$ cat src/rtl/mux_arb_n.sv
// N-channel registered multiplexer/arbiter. Selects one valid channel per cycle,
// either by external select or round-robin, into a one-entry output buffer.
module mux_arb_n #(
    parameter int WIDTH = 8,
    parameter int N     = 4,
    parameter int SELW  = $clog2(N)
) (
    input  logic                 clk,
    input  logic                 rst_n,
    input  logic [N*WIDTH-1:0]   in_data,
    input  logic [N-1:0]         in_valid,
    output logic [N-1:0]         in_ready,
    input  logic                 mode,
    input  logic [SELW-1:0]      S,
    output logic [WIDTH-1:0]     out_data,
    output logic [SELW-1:0]      out_sel,
    output logic                 out_valid,
    input  logic                 out_ready
);

    localparam int             CW  = SELW + 1;
    localparam logic [CW-1:0]  N_C = CW'(N);

    logic [WIDTH-1:0] out_data_q, out_data_d;
    logic [SELW-1:0]  out_sel_q, out_sel_d;
    logic             out_valid_q, out_valid_d;
    logic [SELW-1:0]  ptr_q, ptr_d;

    logic             load_en;
    logic             gnt_any;
    logic [SELW-1:0]  gnt_idx;
    logic [CW-1:0]    cand;

    assign load_en = !out_valid_q || out_ready;

    // Grant selection never looks at in_data, keeping in_ready free of data paths.
    always_comb begin
        gnt_any = 1'b0;
        gnt_idx = '0;
        cand    = '0;
        if (mode) begin
            // Walk from farthest to nearest so the first valid after ptr wins.
            for (int k = N; k >= 1; k--) begin
                cand = {1'b0, ptr_q} + CW'(k);
                if (cand >= N_C) begin
                    cand = cand - N_C;
                end
                if (in_valid[cand[SELW-1:0]]) begin
                    gnt_any = 1'b1;
                    gnt_idx = cand[SELW-1:0];
                end
            end
        end else begin
            if (({1'b0, S} < N_C) && in_valid[S]) begin
                gnt_any = 1'b1;
                gnt_idx = S;
            end
        end
    end

    always_comb begin
        in_ready = '0;
        if (rst_n && load_en && gnt_any) begin
            in_ready[gnt_idx] = 1'b1;
        end
    end

    always_comb begin
        out_data_d  = out_data_q;
        out_sel_d   = out_sel_q;
        out_valid_d = out_valid_q;
        ptr_d       = ptr_q;
        if (load_en) begin
            out_valid_d = gnt_any;
            if (gnt_any) begin
                out_data_d = in_data[gnt_idx*WIDTH +: WIDTH];
                out_sel_d  = gnt_idx;
                ptr_d      = gnt_idx;
            end
        end
    end

    // ptr resets to N-1 so the first round-robin scan begins at channel 0.
    always_ff @(posedge clk) begin
        if (!rst_n) begin
            out_data_q  <= '0;
            out_sel_q   <= '0;
            out_valid_q <= 1'b0;
            ptr_q       <= SELW'(N - 1);
        end else begin
            out_data_q  <= out_data_d;
            out_sel_q   <= out_sel_d;
            out_valid_q <= out_valid_d;
            ptr_q       <= ptr_d;
        end
    end

    assign out_data  = out_data_q;
    assign out_sel   = out_sel_q;
    assign out_valid = out_valid_q;

endmodule

$ cat config.mk
export PLATFORM = sky130hd
export DESIGN_NAME = mux_arb_n
export DESIGN_NICKNAME = d
export VERILOG_FILES = /design/src/rtl/mux_arb_n.sv
export SDC_FILE = /design/constraint.sdc
export NUM_CORES = 1
export LEC_CHECK = 0
export CAP_MARGIN = 10
export CORE_MARGIN = 2
export CORE_UTILIZATION = 40
export DETAILED_ROUTE_END_ITERATION = 10
export DONT_BUFFER_PORTS = 1
export PLACE_DENSITY = 0.54
export SLEW_MARGIN = 20
export SYNTH_ARGS = -nofsm -noshare
export SYNTH_HDL_FRONTEND = slang
export SYNTH_SLANG_ARGS = --single-unit
$ cat constraint.sdc
create_clock -name clk -period 5.6 [get_ports clk]
set_input_delay 0.56 -clock clk [delete_from_list [all_inputs] [get_ports clk]]
set_output_delay 0.56 -clock clk [all_outputs]
set_load 0.005 [all_outputs]
==> Word-level counts from Yosys, hierarchy flattened <==
Cells that the tools add are included.
Widths: inputs -> output; s select.
{ "op_classes": {"bitwise": 0, "div": 0, "reduce_logical": 6, "mux": 33, "mul": 0, "n_lt_le_gt_ge": 11, "n_shift": 1, "add_sub_neg": 8, "n_eq_ne": 0} }
{ "ops": {"columns": ["operator", "n"], "rows": [
  ["$shiftx 32x6->8", 1],
  ["$mux 2", 14],
  ["$lt 2x3->1 const B", 6],
  ["$ge 3x3->1 const B", 4],
  ["$mux 1", 12],
  ["$bmux 1 s2", 5],
  ["$sub 2x1->2 const B", 4],
  ["$add 2x2->3 const B", 2],
  ["$mux 4", 1],
  ["$add 2x1->3 const B", 1],
  ["$add 2x3->3 const B", 1],
  ["$logic_and 1x1->1", 3],
  ["$demux 1 s2", 1],
  ["$ge 2x1->1 const B", 1],
  ["$reduce_and 2->1", 1],
  ["$logic_not 1->1", 1],
  ["$logic_or 1x1->1", 1]
]} }
{ "word_totals": {"ff_bits": 13, "ramBits": 0, "wordCells": 63, "mem_bits_ro": 0, "inputBits": 42, "memories": 0, "out_inout_bits": 15, "latchBits": 0} }

==> Logic depth before layout (Yosys ltp) <==
{ "depth": {"ltp_word": 16, "ltp_mapped": 6, "ltp_nobuf": 5} }

==> Worst setup path before layout <==
OpenSTA, ideal clock, no wires.
{ "synth_path": {"path_type": "in2out", "startpoint": "input S[0]", "endpoint": "output in_ready[0]", "stages": 6, "setup_slack_ns": 3.267, "arrival_time_ns": 1.773, "path_buffers": 1, "required_time_ns": 5.040, "cell_sequence": "mux4_1 mux2i_4 nor2b_2 o211a_1 buf_6 and2_1"} }
{ "synth_via": {"elab_chain_len": 9, "elab_cells_between_ends": 13, "classes_between": "order compare: 2; mux: 9; reduce/logical: 2"} }
{ "synth_rtl": {"columns": ["element", "line", "rtl"], "rows": [
  ["from (decl)", "14", "input logic [SELW-1:0] S,"],
  ["$bmux 1 s2", "54", "if (({1'b0, S} < N_C) && in_valid[S]) begin"],
  ["$mux 1 (implied by the code)", "54", null],
  ["$mux 2", "54", null],
  ["$mux 2", "41", "if (mode) begin"],
  ["$lt 2x3->1 (implied by the code) or $ge 2x1->1 (tied branches)", "64", "in_ready[gnt_idx] = 1'b1;"],
  ["$logic_and 1x1->1 (implied by the code)", "64", null],
  ["$mux 1 (implied by the code)", "64", null],
  ["$demux 1 s2", "64", null],
  ["$mux 4 (*)", "63", "if (rst_n && load_en && gnt_any) begin"],
  ["to (decl)", "12", "output logic [N-1:0] in_ready,"]
]} }
Mark *: on every way between the ends. The rest lies on a longest branch, timed or not. The select of a mux whose other input is x is not followed.

==> Worst setup path after layout <==
{ "layout_path": {"startpoint": "register ptr_q[1]", "endpoint": "output in_ready[2]"} }
{ "layout_via": {"elab_chain_len": 16, "elab_cells_between_ends": 45, "classes_between": "add/sub: 8; order compare: 6; mux: 29; reduce/logical: 2"} }
{ "layout_rtl": {"columns": ["element", "line", "rtl"], "rows": [
  ["from (decl)", "27", "logic [SELW-1:0] ptr_q, ptr_d;"],
  ["from (signal assigned)", "89", "ptr_q <= SELW'(N - 1);"],
  ["from (signal assigned)", "94", "ptr_q <= ptr_d;"],
  ["$add 2x3->3", "44", "cand = {1'b0, ptr_q} + CW'(k);"],
  ["$ge 3x3->1 or $sub 2x1->2 (tied branches)", "45, 46", null],
  ["$mux 2", "45", "if (cand >= N_C) begin"],
  ["$mux 2", "41", null],
  ["$bmux 1 s2", "48", "if (in_valid[cand[SELW-1:0]]) begin"],
  ["$mux 1 (implied by the code)", "48", null],
  ["$mux 2 (4 in a row)", "48", null],
  ["$mux 2", "41", null],
  ["$lt 2x3->1 (implied by the code) or $ge 2x1->1 (tied branches)", "64", null],
  ["$logic_and 1x1->1 (implied by the code)", "64", null],
  ["$mux 1 (implied by the code)", "64", null],
  ["$demux 1 s2", "64", null],
  ["$mux 4 (*)", "63", null]
]} }
Marks and branches as above.

==> out/metrics.yaml <==
status:
  outcome: "finished, final reports clean"
timing:
  fin_hold_ws_ns: 0.351
  period_share_pct: 46.5
  max_freq_mhz: 384
  relSlewSlack_pct: 38.0
  final.setup_skew_ns: 0.00661
  fin_tns_setup_ns: 0
  tightest_slew_ns: 0.930
  fin_crit_ns: 2.60
  slew_violations: 0
  worst_slack_ns: 3.00
  rsz0062_at_grt: "no"
  finalSetupViolCount: 0
  finalHoldViolCount: 0
die:
  die_x_um: 52.6
  initial_utilization_pct: 42.4
  die_h_um: 52.6
  coreArea_um2: 2230
  io_pins: 57
  die-area_um2: 2770
  fp-row-count: 17
layout:
  fin_area_um2: 971
  nets: 132
  final_core_util_pct: 43.5
  fill_cells: 229
  antenna_cells: 0
  layout-drive-gt1-share_pct: 24.7
  area_growth_syn_to_layout_pct: 2.65
worst_setup_path:
  r2r_cells: 5
  rr_endpoint: "out_data[4]$_SDFFE_PN0P_"
  critPathRequiredTime_ns: 5.04
  arrival_ns: 2.04
  startpoint_type: "flop"
  end_kind: "output port"
  worst-r2r-setup-slack_ns: 3.23
  path_class: "reg -> out"
  critPathMaxFanout: 21
  timing.rr.start: "ptr_q[1]$_SDFFE_PN1P_"
yosys:
  synth.most_common_cell: "dfxtp_1"
  ys_seq_area_share_pct: 27.5
  synth_common_cells: "13 x dfxtp_1, 12 x mux2_2, 8 x a221o_1, 8 x and3_1, 5 x mux2_1"
  syn_inst: 90
  yosys.area.top_type: "dfxtp_1"
  ys_ff_latch: 13
  synth_top_cell_area_share_pct: 27.5
  synth.avg_cell_area_um2: 10.5
  netlist_area_um2: 946
  syn_nets: 132
  synth_edf_count: 0
  synth-warning-count: 0
  synthTopCellsByArea: "dfxtp_1 28%, mux2_2 14%, a221o_1 8.5%"
  synth_async_sr_flop_share_pct: 0
  ys_types: 35
  synthFlopType: "dfxtp_1"
clock_network:
  cts_setup_buffers: 0
  htreeDepth: 1
  max-clock-path-buffers: 2
  root_buffer: "clkbuf_4"
  path_clk_slew_ns: 0.08
  cts_tree: "built"
  cts_buffers: 3
  clock-sinks: 13
  cts_resized: 0
  ctsHoldBuffers: 0
  clk_latency_ns: 0.28
place:
  dpl.hpwl_um: 1520
  dpl-instance-area_um2: 945
  place_ws_ns: 3.06
  portBuffers: 0
  gp_congestion: 0.721
min_path:
  holdCritPathClass: "in -> reg"
  whs_path_depth: 1
  whs_endpoint: "ptr_q[0]$_SDFFE_PN1P_"
  worstHoldStart: "rst_n"
routing:
  wire_per_inst_um: 17.4
  dr.pass1.iters: 3
  drt_iter0_drc: 6
  drc_errors: 0
  vias: 711
  ant_nets: 0
  routed_wl_um: 2030
  vias_per_cell: 6.08
global_route:
  antenna_found_initial: 0
  grt_max_degree: 22
  grt_pass1_vias: 651
  grt.overflow.total: 0
  grt_first_pass_wirelength_um: 3130
  grt_use_total_pct: 15.5
pwr:
  powerDensity_nw_per_um2: 246
  p_leak_nw: 0.405
  ir_drop_mv: 0.119
flow_run:
  max_cap_viol_count: 0
[worst max-delay path, cell delays in order (launching register included)]
cell,delay (ns)
dfxtp_1,0.40
mux2i_1,0.20
o221ai_1,0.15
o22ai_2,0.76
and2_1,0.26
[how the worst max path moves through the flow]
| stage | startpoint | to | slack [ns] | depth (start not counted) |
|---|---|---|---|---|
| 4_1_cts | ptr_q[1]$_SDFFE_PN1P_ | in_ready[2] | 2.96 | 4 |
| 3_5_place_dp | S[0] | in_ready[3] | 3.06 | 5 |
| 5_1_grt | ptr_q[1]$_SDFFE_PN1P_ | in_ready[2] | 2.81 | 4 |
| 3_3_place_gp | S[0] | in_ready[3] | 3.10 | 5 |
| 6_report | ptr_q[1]$_SDFFE_PN1P_ | in_ready[2] | 3.00 | 4 |
| 2_1_floorplan | S[0] | in_ready[0] | 3.27 | 6 |
[cell usage in the layout, fill, tap and decap left out, types with 2 or more instances in the layout]
| cell type | netlist | routed |
|---|---|---|
| nand2_1 | 3 | 3 |
| and3_1 | 8 | 8 |
| nor2b_1 | 3 | 3 |
| nand2b_1 | 3 | 3 |
| mux2_2 | 12 | 12 |
| nor2_1 | 2 | 2 |
| a221o_1 | 8 | 8 |
| mux2_1 | 5 | 5 |
| a21boi_0 | 3 | 3 |
| clkbuf_4 | 0 | 3 |
| mux2i_1 | 2 | 2 |
| dfxtp_1 | 13 | 13 |
| a21oi_1 | 3 | 3 |
| and2_1 | 2 | 2 |
[flip-flops by register name, summed over array words and instances, names as in the netlist]
name	count
ptr_q	2
out_data	8
out_valid	1
out_sel	2
[report_power, final]
part / internal [mW] / switching, mW / leakage (nW) / total [mW]
logic: 0.0354 / 0.0291 / 0.282 / 0.0645
clock network: 0.0277 / 0.0329 / 0.0150 / 0.0606
registers: 0.105 / 0.00948 / 0.108 / 0.114
total: 0.168 / 0.0715 / 0.405 / 0.239
[layout make-up]
| cell class | count | area, um^2 | share of cell area, % |
|---|---|---|---|
| inverters | 1 | 3.75 | 0.387 |
| flip-flops and latches | 13 | 260 | 26.8 |
| clock buffers | 4 | 26.3 | 2.71 |
| well taps | 28 | 35.0 | 3.61 |
| multi-input cells | 71 | 646 | 66.5 |
[per-stage QoR]
stage,std cells,power [mW]
2_1_floorplan,90,0.174
3_3_place_gp,113,0.181
3_5_place_dp,113,0.181
4_1_cts,117,0.242
5_1_grt,117,0.255
6_report,117,0.239
[layer usage]
metal	share of wire, %	GRT usage (%)	up-vias
met2	44	21.7	35
met1	45	21.1	324
met5	0	0	-
li1	-	-	348
met4	1.4	7.69	0
met3	10	4.86	4
[kinds of logic (layout without fill, tap and decap cells)]
family	Yosys count	count (layout)	synth area share [%]
AOI/OAI and AO/OA	22	22	20.5
buffers and inverters	6	5	4.23
DFF	13	13	27.5
muxes	21	21	27.5
and+or+nand+nor	28	28	20.2
Note: power is estimated with default switching activity, not from simulation.
